$ cat src/rtl/pipe_pkg.sv
// ---------------------------------------------------------------------------
// pipe_pkg
// Shared pipeline-control definitions for the ID-stage hazard logic.
//   hz_state_t    : load-use stall sequencer states (2-bit, 2'b11 unused)
//   MEMREAD_NONE  : MemRead code of an instruction that is not a load
//   REG_ZERO      : architectural register 0, hard-wired to zero
// ---------------------------------------------------------------------------
package pipe_pkg;

    typedef enum logic [1:0] {
        RUN     = 2'b00,
        LD_WAIT = 2'b01,
        LD_FWD  = 2'b10
    } hz_state_t;

    localparam logic [1:0] MEMREAD_NONE = 2'b00;
    localparam logic [4:0] REG_ZERO     = 5'd0;

endpackage : pipe_pkg

$ cat src/rtl/hazard_cmp.sv
// ---------------------------------------------------------------------------
// hazard_cmp
// Purely combinational check of whether a consumer instruction reads a
// register that a load further down the pipe is about to write.
// Ports:
//   rs, rt         in  5  consumer source registers
//   use_rs, use_rt in  1  consumer actually reads rs / rt
//   rd             in  5  producer destination register
//   regwrite       in  1  producer writes the register file
//   memread        in  2  producer MemRead code; nonzero = load
//   hz             out 1  1 = consumer depends on the in-flight load
// ---------------------------------------------------------------------------
module hazard_cmp
    import pipe_pkg::*;
(
    input  logic [4:0] rs,
    input  logic [4:0] rt,
    input  logic       use_rs,
    input  logic       use_rt,
    input  logic [4:0] rd,
    input  logic       regwrite,
    input  logic [1:0] memread,
    output logic       hz
);

    logic producer_is_load;
    logic rs_match;
    logic rt_match;

    // Register 0 is never really written, so it can never be pending.
    assign producer_is_load = regwrite && (memread != MEMREAD_NONE) && (rd != REG_ZERO);
    assign rs_match         = use_rs && (rs == rd);
    assign rt_match         = use_rt && (rt == rd);
    assign hz               = producer_is_load && (rs_match || rt_match);

endmodule : hazard_cmp

$ cat src/rtl/load_use_hazard_ctrl.sv
// ---------------------------------------------------------------------------
// load_use_hazard_ctrl
// Detects a load in EXE feeding the instruction in ID, stalls ID for one
// cycle, then tells ID to take the load data from MEM. Also flushes IF/ID
// on a taken branch/jump when no stall is in progress.
//
// Handshake with id: while id_lw_exe=1 the load result is not yet available
// and id must leave out1/out2 untouched; in the following cycle id_lw=1 and
// id substitutes Rdata_mem for every operand that matched the load.
//
// Ports:
//   clk, reset          rising-edge clock, asynchronous active-low reset
//   hold                external freeze: state/counter hold, PC/IF-ID held
//   id_rs/id_rt         ID source registers, id_use_rs/id_use_rt = read
//   exe_rd/exe_regwrite/exe_memread  EXE destination and load status
//   br_taken            branch/jump resolved taken in ID
//   keep                hold PC and IF/ID
//   bubble_ex           insert NOP into ID/EXE
//   flush_ifid          replace IF/ID with NOP
//   id_lw_exe           load in EXE feeds ID (id must not update operands)
//   id_lw               stalled load now in MEM (id takes Rdata_mem)
//   stall_cnt           saturating count of stall cycles since reset
//   dbg_state           current sequencer state (hz_state_t encoding)
// ---------------------------------------------------------------------------
module load_use_hazard_ctrl
    import pipe_pkg::*;
#(
    parameter int CNT_W = 32
) (
    input  logic             clk,
    input  logic             reset,
    input  logic             hold,
    input  logic [4:0]       id_rs,
    input  logic [4:0]       id_rt,
    input  logic             id_use_rs,
    input  logic             id_use_rt,
    input  logic [4:0]       exe_rd,
    input  logic             exe_regwrite,
    input  logic [1:0]       exe_memread,
    input  logic             br_taken,
    output logic             keep,
    output logic             bubble_ex,
    output logic             flush_ifid,
    output logic             id_lw_exe,
    output logic             id_lw,
    output logic [CNT_W-1:0] stall_cnt,
    output logic [1:0]       dbg_state
);

    hz_state_t        state_q, state_d;
    logic [CNT_W-1:0] cnt_q, cnt_d;
    logic             lw_exe_q, lw_exe_d;

    logic hz;
    logic stall;       // RUN-like state with a live hazard: this is a lost cycle
    logic id_lw_raw;

    hazard_cmp u_hazard_cmp (
        .rs       (id_rs),
        .rt       (id_rt),
        .use_rs   (id_use_rs),
        .use_rt   (id_use_rt),
        .rd       (exe_rd),
        .regwrite (exe_regwrite),
        .memread  (exe_memread),
        .hz       (hz)
    );

    // Next-state and raw (pre-hold, pre-reset) decode.
    always_comb begin
        stall     = 1'b0;
        id_lw_raw = 1'b0;
        state_d   = state_q;
        case (state_q)
            // LD_FWD normally cannot see a hazard (EXE holds the bubble); if
            // one shows up anyway it is handled exactly like RUN.
            RUN, LD_FWD: begin
                stall   = hz;
                state_d = hz ? LD_WAIT : RUN;
            end
            LD_WAIT: begin
                id_lw_raw = 1'b1;
                state_d   = LD_FWD;
            end
            default: begin
                state_d = RUN;
            end
        endcase
        if (hold) begin
            state_d = state_q;
        end
    end

    // id_lw_exe must stay at its pre-freeze value for the whole hold window,
    // so the last unfrozen value is remembered here.
    always_comb begin
        lw_exe_d = hold ? lw_exe_q : stall;
    end

    always_comb begin
        cnt_d = cnt_q;
        if (!hold && stall && (cnt_q != {CNT_W{1'b1}})) begin
            cnt_d = cnt_q + CNT_W'(1);
        end
    end

    always_ff @(posedge clk or negedge reset) begin
        if (!reset) begin
            state_q  <= RUN;
            cnt_q    <= '0;
            lw_exe_q <= 1'b0;
        end else begin
            state_q  <= state_d;
            cnt_q    <= cnt_d;
            lw_exe_q <= lw_exe_d;
        end
    end

    // Outputs are gated by reset so a stall seen during reset never leaks out.
    assign keep       = reset && (hold || stall);
    assign bubble_ex  = reset && !hold && stall;
    assign flush_ifid = reset && !hold && br_taken && !stall;
    assign id_lw      = reset && !hold && id_lw_raw;
    assign id_lw_exe  = reset && (hold ? lw_exe_q : stall);
    assign stall_cnt  = cnt_q;
    assign dbg_state  = state_q;

endmodule : load_use_hazard_ctrl

$ cat config.mk
export PLATFORM = sky130hd
export DESIGN_NAME = load_use_hazard_ctrl
export DESIGN_NICKNAME = d
export VERILOG_FILES = /design/src/rtl/pipe_pkg.sv /design/src/rtl/hazard_cmp.sv /design/src/rtl/load_use_hazard_ctrl.sv
export SDC_FILE = /design/constraint.sdc
export NUM_CORES = 1
export LEC_CHECK = 0
export ABC_AREA = 1
export BUFFER_PORTS_ARGS = -buffer_cell sky130_fd_sc_hd__buf_4
export CORE_ASPECT_RATIO = 1.4
export CORE_MARGIN = 2
export CORE_UTILIZATION = 54
export CTS_CLUSTER_DIAMETER = 120
export DETAILED_ROUTE_END_ITERATION = 12
export PLACE_DENSITY = 0.8
export SLEW_MARGIN = 20
export SYNTH_ARGS = -nofsm -noshare
export SYNTH_HDL_FRONTEND = slang
export SYNTH_HIERARCHICAL = 1
export SYNTH_SLANG_ARGS = --single-unit
$ cat constraint.sdc
create_clock -name clk -period 2 [get_ports clk]
set_clock_uncertainty 0.2 [all_clocks]
set_input_delay 0.2 -clock clk [delete_from_list [all_inputs] [get_ports clk]]
set_output_delay 0.2 -clock clk [all_outputs]
set_load 0.05 [all_outputs]
---- Word-level counts from Yosys, hierarchy flattened ----
Cells that the tools add are included.
storage, ports and cells
  bits in registers ....................... 35
  input bits .............................. 24
  output and inout bits ................... 39
  word-level logic and storage cells ...... 36
cells by class
  add/sub/neg operators ................... 1
  equality and inequality tests ........... 5
  mux-type cells .......................... 5
  reductions and logical operators ........ 22
operators with widths
  cell                   count
  $add 32x1->32 const B  1
  $ne 32x32->1 const B   1
  $logic_and 1x1->1      14
  $eq 5x5->1             2
  $reduce_bool 5->1      1
  $mux 1                 4
  $pmux 2 s2             1
  $eq 2x1->1 const B     1
  $eq 2x2->1 const B     1
  $logic_not 1->1        2
  $logic_not 2->1        1
  $logic_or 1x1->1       2
  $reduce_bool 2->1      1
  $reduce_or 2->1        1

---- Logic depth before layout (Yosys ltp) ----
  depth after elaboration ................. 7
  depth in mapped cells ................... 15
  gate-level depth less buffers ........... 15

---- By module ----
Netlist, hierarchy kept.
modules (own cells, without submodules)
  module                instances  cells an instance  area each (sq um)  sequential area each (sq um)
  load_use_hazard_ctrl  1          381                2,351.0            875.8
  hazard_cmp            1          55                 220.2              0.0

---- Least setup slack after synthesis ----
OpenSTA, ideal clock, no wires.
  kind .................................... register to register
  start point ............................. register cnt_q[0], in the netlist stall_cnt[0]
  end point ............................... register cnt_q[30], in the netlist stall_cnt[30]
  setup time .............................. 118 ps
  arrival ................................. 1,888 ps
  required time ........................... 1,682 ps
  slack ................................... -206 ps
  stages on the path, launching flop included .. 12
  buffers on the path ..................... 1
  period minus slack after synthesis ...... 2,206 ps
  cells stage by stage .................... dfrtp_1 -> ha_1 -> inv_2 -> nor2_8 -> nand2_4 -> nor2_2 -> nand2_1 -> nand2_4 -> inv_4 -> buf_6 -> nand2_1 -> nand2_1
on the way
  longest elaborated chain between the ends .. 2
  elaborated cells between the ends (all ways) .. 3
  those cells by class .................... 1 x add/sub; 1 x eq/ne; 1 x reduce/logical
ends and longest elaborated chain
  what                                                                   line                         RTL
  from (decl)                                                            load_use_hazard_ctrl.sv:51   logic [CNT_W-1:0] cnt_q, cnt_d;
  from (signal assigned)                                                 load_use_hazard_ctrl.sv:114  cnt_q <= cnt_d;
  parallel branches: the longest is 2 deep, another holds $add 32x1->32  --
Parallel ways; which one is timed is not known.
A chain may end at the register's enable or synchronous reset.

---- Worst setup path in the final report ----
  start point ............................. input port hold
  end point ............................... output port id_lw_exe
on the way
  longest elaborated chain between the ends .. 2
ends and longest elaborated chain
  what               line                         RTL
  from (decl)        load_use_hazard_ctrl.sv:32   input logic hold,
  $mux 1             load_use_hazard_ctrl.sv:124  assign id_lw_exe = reset && (hold ? lw_exe_q : stall);
  $logic_and 1x1->1  load_use_hazard_ctrl.sv:124
  to (decl)          load_use_hazard_ctrl.sv:44   output logic id_lw_exe,
Every way passes these cells.

==> impl_metrics.json <==
{
  "drt.antenna.violating_nets": 0,
  "power_uw": 1463,
  "crit_required_ns": 1.60,
  "nets": 541,
  "final_hold_viol_count": 0,
  "grt_max_degree": 36,
  "async_flop_share_pct": 100.0,
  "synth-edff-count": 0,
  "synth_top_cell_area_share_pct": 34.06,
  "rsz0062_at_grt": "yes",
  "synth.yosys.seq_area_share_pct": 34.06,
  "synthFlopType": "dfrtp_1",
  "synth.most_common_cell": "nand2_1",
  "synth_fp_nets": 461,
  "drive_gt1_share_pct": 20.70,
  "synthCells": 436,
  "cellPowerDensity_mw_per_mm2": 440.3,
  "yosys_warnings": 6,
  "clk_pin_slew_ns": 0.07,
  "max-clock-path-buffers": 2,
  "io_buffers": 62,
  "cts_sinks": 35,
  "synth_top_cell_by_area": "dfrtp_1",
  "synth-seq-cells": 35,
  "crit_type": "in2out",
  "num_antenna_cells": 0,
  "synth_cell_types": 24,
  "hpwlAfterDp_mm": 5.482,
  "wirelength_mm": 7.095,
  "io_pins": 63,
  "root_buffer": "clkbuf_8",
  "hold_class": "reg2reg",
  "antenna_found_initial": 0,
  "cts_tree": "yes",
  "synthTopCellsByArea": "dfrtp_1 34%, nand2_1 33%, nor2_1 10%, inv_1 6.3%, nand3_1 3.9%",
  "instances_no_fill": 579,
  "critPathCaptureType": "output pin",
  "grt_pass1_vias": 2836,
  "fin_crit_ns": 1.898,
  "start_util_pct": 56.24,
  "drc": 0,
  "fp.dieArea_mm2": 0.005337,
  "synthTopCellsByCount": "224 x nand2_1, 69 x nor2_1, 43 x inv_1",
  "area_growth_syn_to_layout_pct": 29.25,
  "fmax_mhz": 526.9,
  "cp_data_arrival_time_ns": 1.50,
  "cp_max_fo": 4,
  "status": "finished, final reports clean",
  "drv_slew": 0,
  "die_w_um": 62.32,
  "netlist_area_mm2": 0.002571,
  "cp-start-kind": "input pin",
  "setup_viol": 0,
  "dieHeight_um": 85.65,
  "grt.total_usage_pct": 28.25,
  "synth.avg_cell_area_um2": 5.897,
  "via_per_inst": 4.941,
  "worstMarginPinSlew_ns": 0.4585,
  "cts_buffers": 5,
  "core_mm2": 0.004572,
  "ir_worst_vdd_uv": 391.4,
  "finalWeightedCongestion": 0.8730,
  "avgRoutedWirePerCell_um": 12.25,
  "post-cts-setup-buffers": 0,
  "drtIter0Drc": 146,
  "utilization_pct": 72.69,
  "grt_pass1_wl_mm": 12.10,
  "finalCritPeriodShare_pct": 94.90,
  "placedCellCount": 569,
  "htree_levels": 2,
  "clk_latency_ns": 0.29,
  "vias": 2861,
  "p_leak_uw": 0.001771,
  "drt_pass1_iterations": 5,
  "grt-ovfl-total": 0,
  "timing.setup.tns_ns": 0,
  "cap_violations": 0,
  "max_slew_margin_pct": 69.44,
  "rows": 29
}
[metrics by stage]
stage | area [um2] | hold WS (ns) | setup slack (ns)
final | 3323 | 0.3025 | 0.1020
after global placement | 3196 | 0.07965 | 0.05012
after detailed placement | 3196 | 0.08566 | -0.001104
after floorplan | 2592 | -0.2956 | 0.01436
after global routing | 3323 | 0.3237 | -0.01942
after CTS | 3301 | 0.3069 | 0.005440
[cells in the final DEF, fill, tap and decap left out, drive strengths merged]
cell,netlist,layout
xnor2,5,5
clkbuf,0,7
nand3,20,20
buf,5,76
o21ai,6,6
nand2,227,227
a21oi,3,3
nor2,72,72
xor2,7,7
o211ai,1,1
dfrtp,35,35
inv,49,49
nand4,2,2
clkinv,0,1
nand3b,1,1
and3,1,1
ha,1,1
and2,1,1
dlygate4sd3,0,2
[worst paths after layout]
kind / cells past startpoint / endpoint / from / slack (ns)
max: 8 / id_lw_exe / hold / 0.10
min: 2 / lw_exe_q$_DFF_PN0_ / lw_exe_q$_DFF_PN0_ / 0.30
max reg2reg: 10 / stall_cnt[17]$_DFFE_PN0P_ / stall_cnt[1]$_DFFE_PN0P_ / 0.16
min reg2reg: 2 / lw_exe_q$_DFF_PN0_ / lw_exe_q$_DFF_PN0_ / 0.30
max in group asynchronous: 3 / stall_cnt[0]$_DFFE_PN0P_ / reset / 0.94
min in group asynchronous: 3 / lw_exe_q$_DFF_PN0_ / reset / 0.32
[sequential cells by signal, indices dropped and copies added, names as in the netlist]
register   count
dbg_state      2
lw_exe_q       1
stall_cnt     32
[power by group]
group	internal, uW	switching, uW
registers	721	15.2
logic	88.1	136
clock network	244	258
[cells by family after synthesis]
kind of cell	Yosys count	share of synthesized area [%]
AO/OA/AOI/OAI	10	2.043
buffers and inverters	54	9.002
flip-flops	35	34.06
adder cells (fa/ha/maj)	1	0.4865
AND/OR/NAND/NOR	324	50.32
XOR/XNOR	12	4.088
[routing by layer]
layer / track usage [%] / part of all wire (%)
met3: 5.381 / 4.6
met1: 30.39 / 40
met2: 53.06 / 52
met5: 0 / 0
met4: 13.54 / 3.3
[repair_timing]
action,CTS,global route
hold endpoints to repair,37,0
cloned,0,0
hold buffers,2,0
resized for setup,1,9
setup endpoints to repair,1,21
[worst max-delay path, stage by stage]
cell,delay [ns]
dlygate4sd3_1,0.53
buf_4,0.12
inv_1,0.06
nand2_2,0.11
inv_2,0.06
a21oi_1,0.21
nor2_2,0.06
buf_6,0.15
[final cells by class]
type | instances | area [um2]
Clock buffer | 7 | 76.32
Clock inverter | 1 | 5.005
Fill cell | 405 | 1249
Inverter | 49 | 186.4
Multi-Input combinational cell | 347 | 1490
Sequential cell | 35 | 882.1
Tap cell | 62 | 77.57
Timing Repair Buffer | 78 | 605.6
Power figures use the tool's default switching activity.
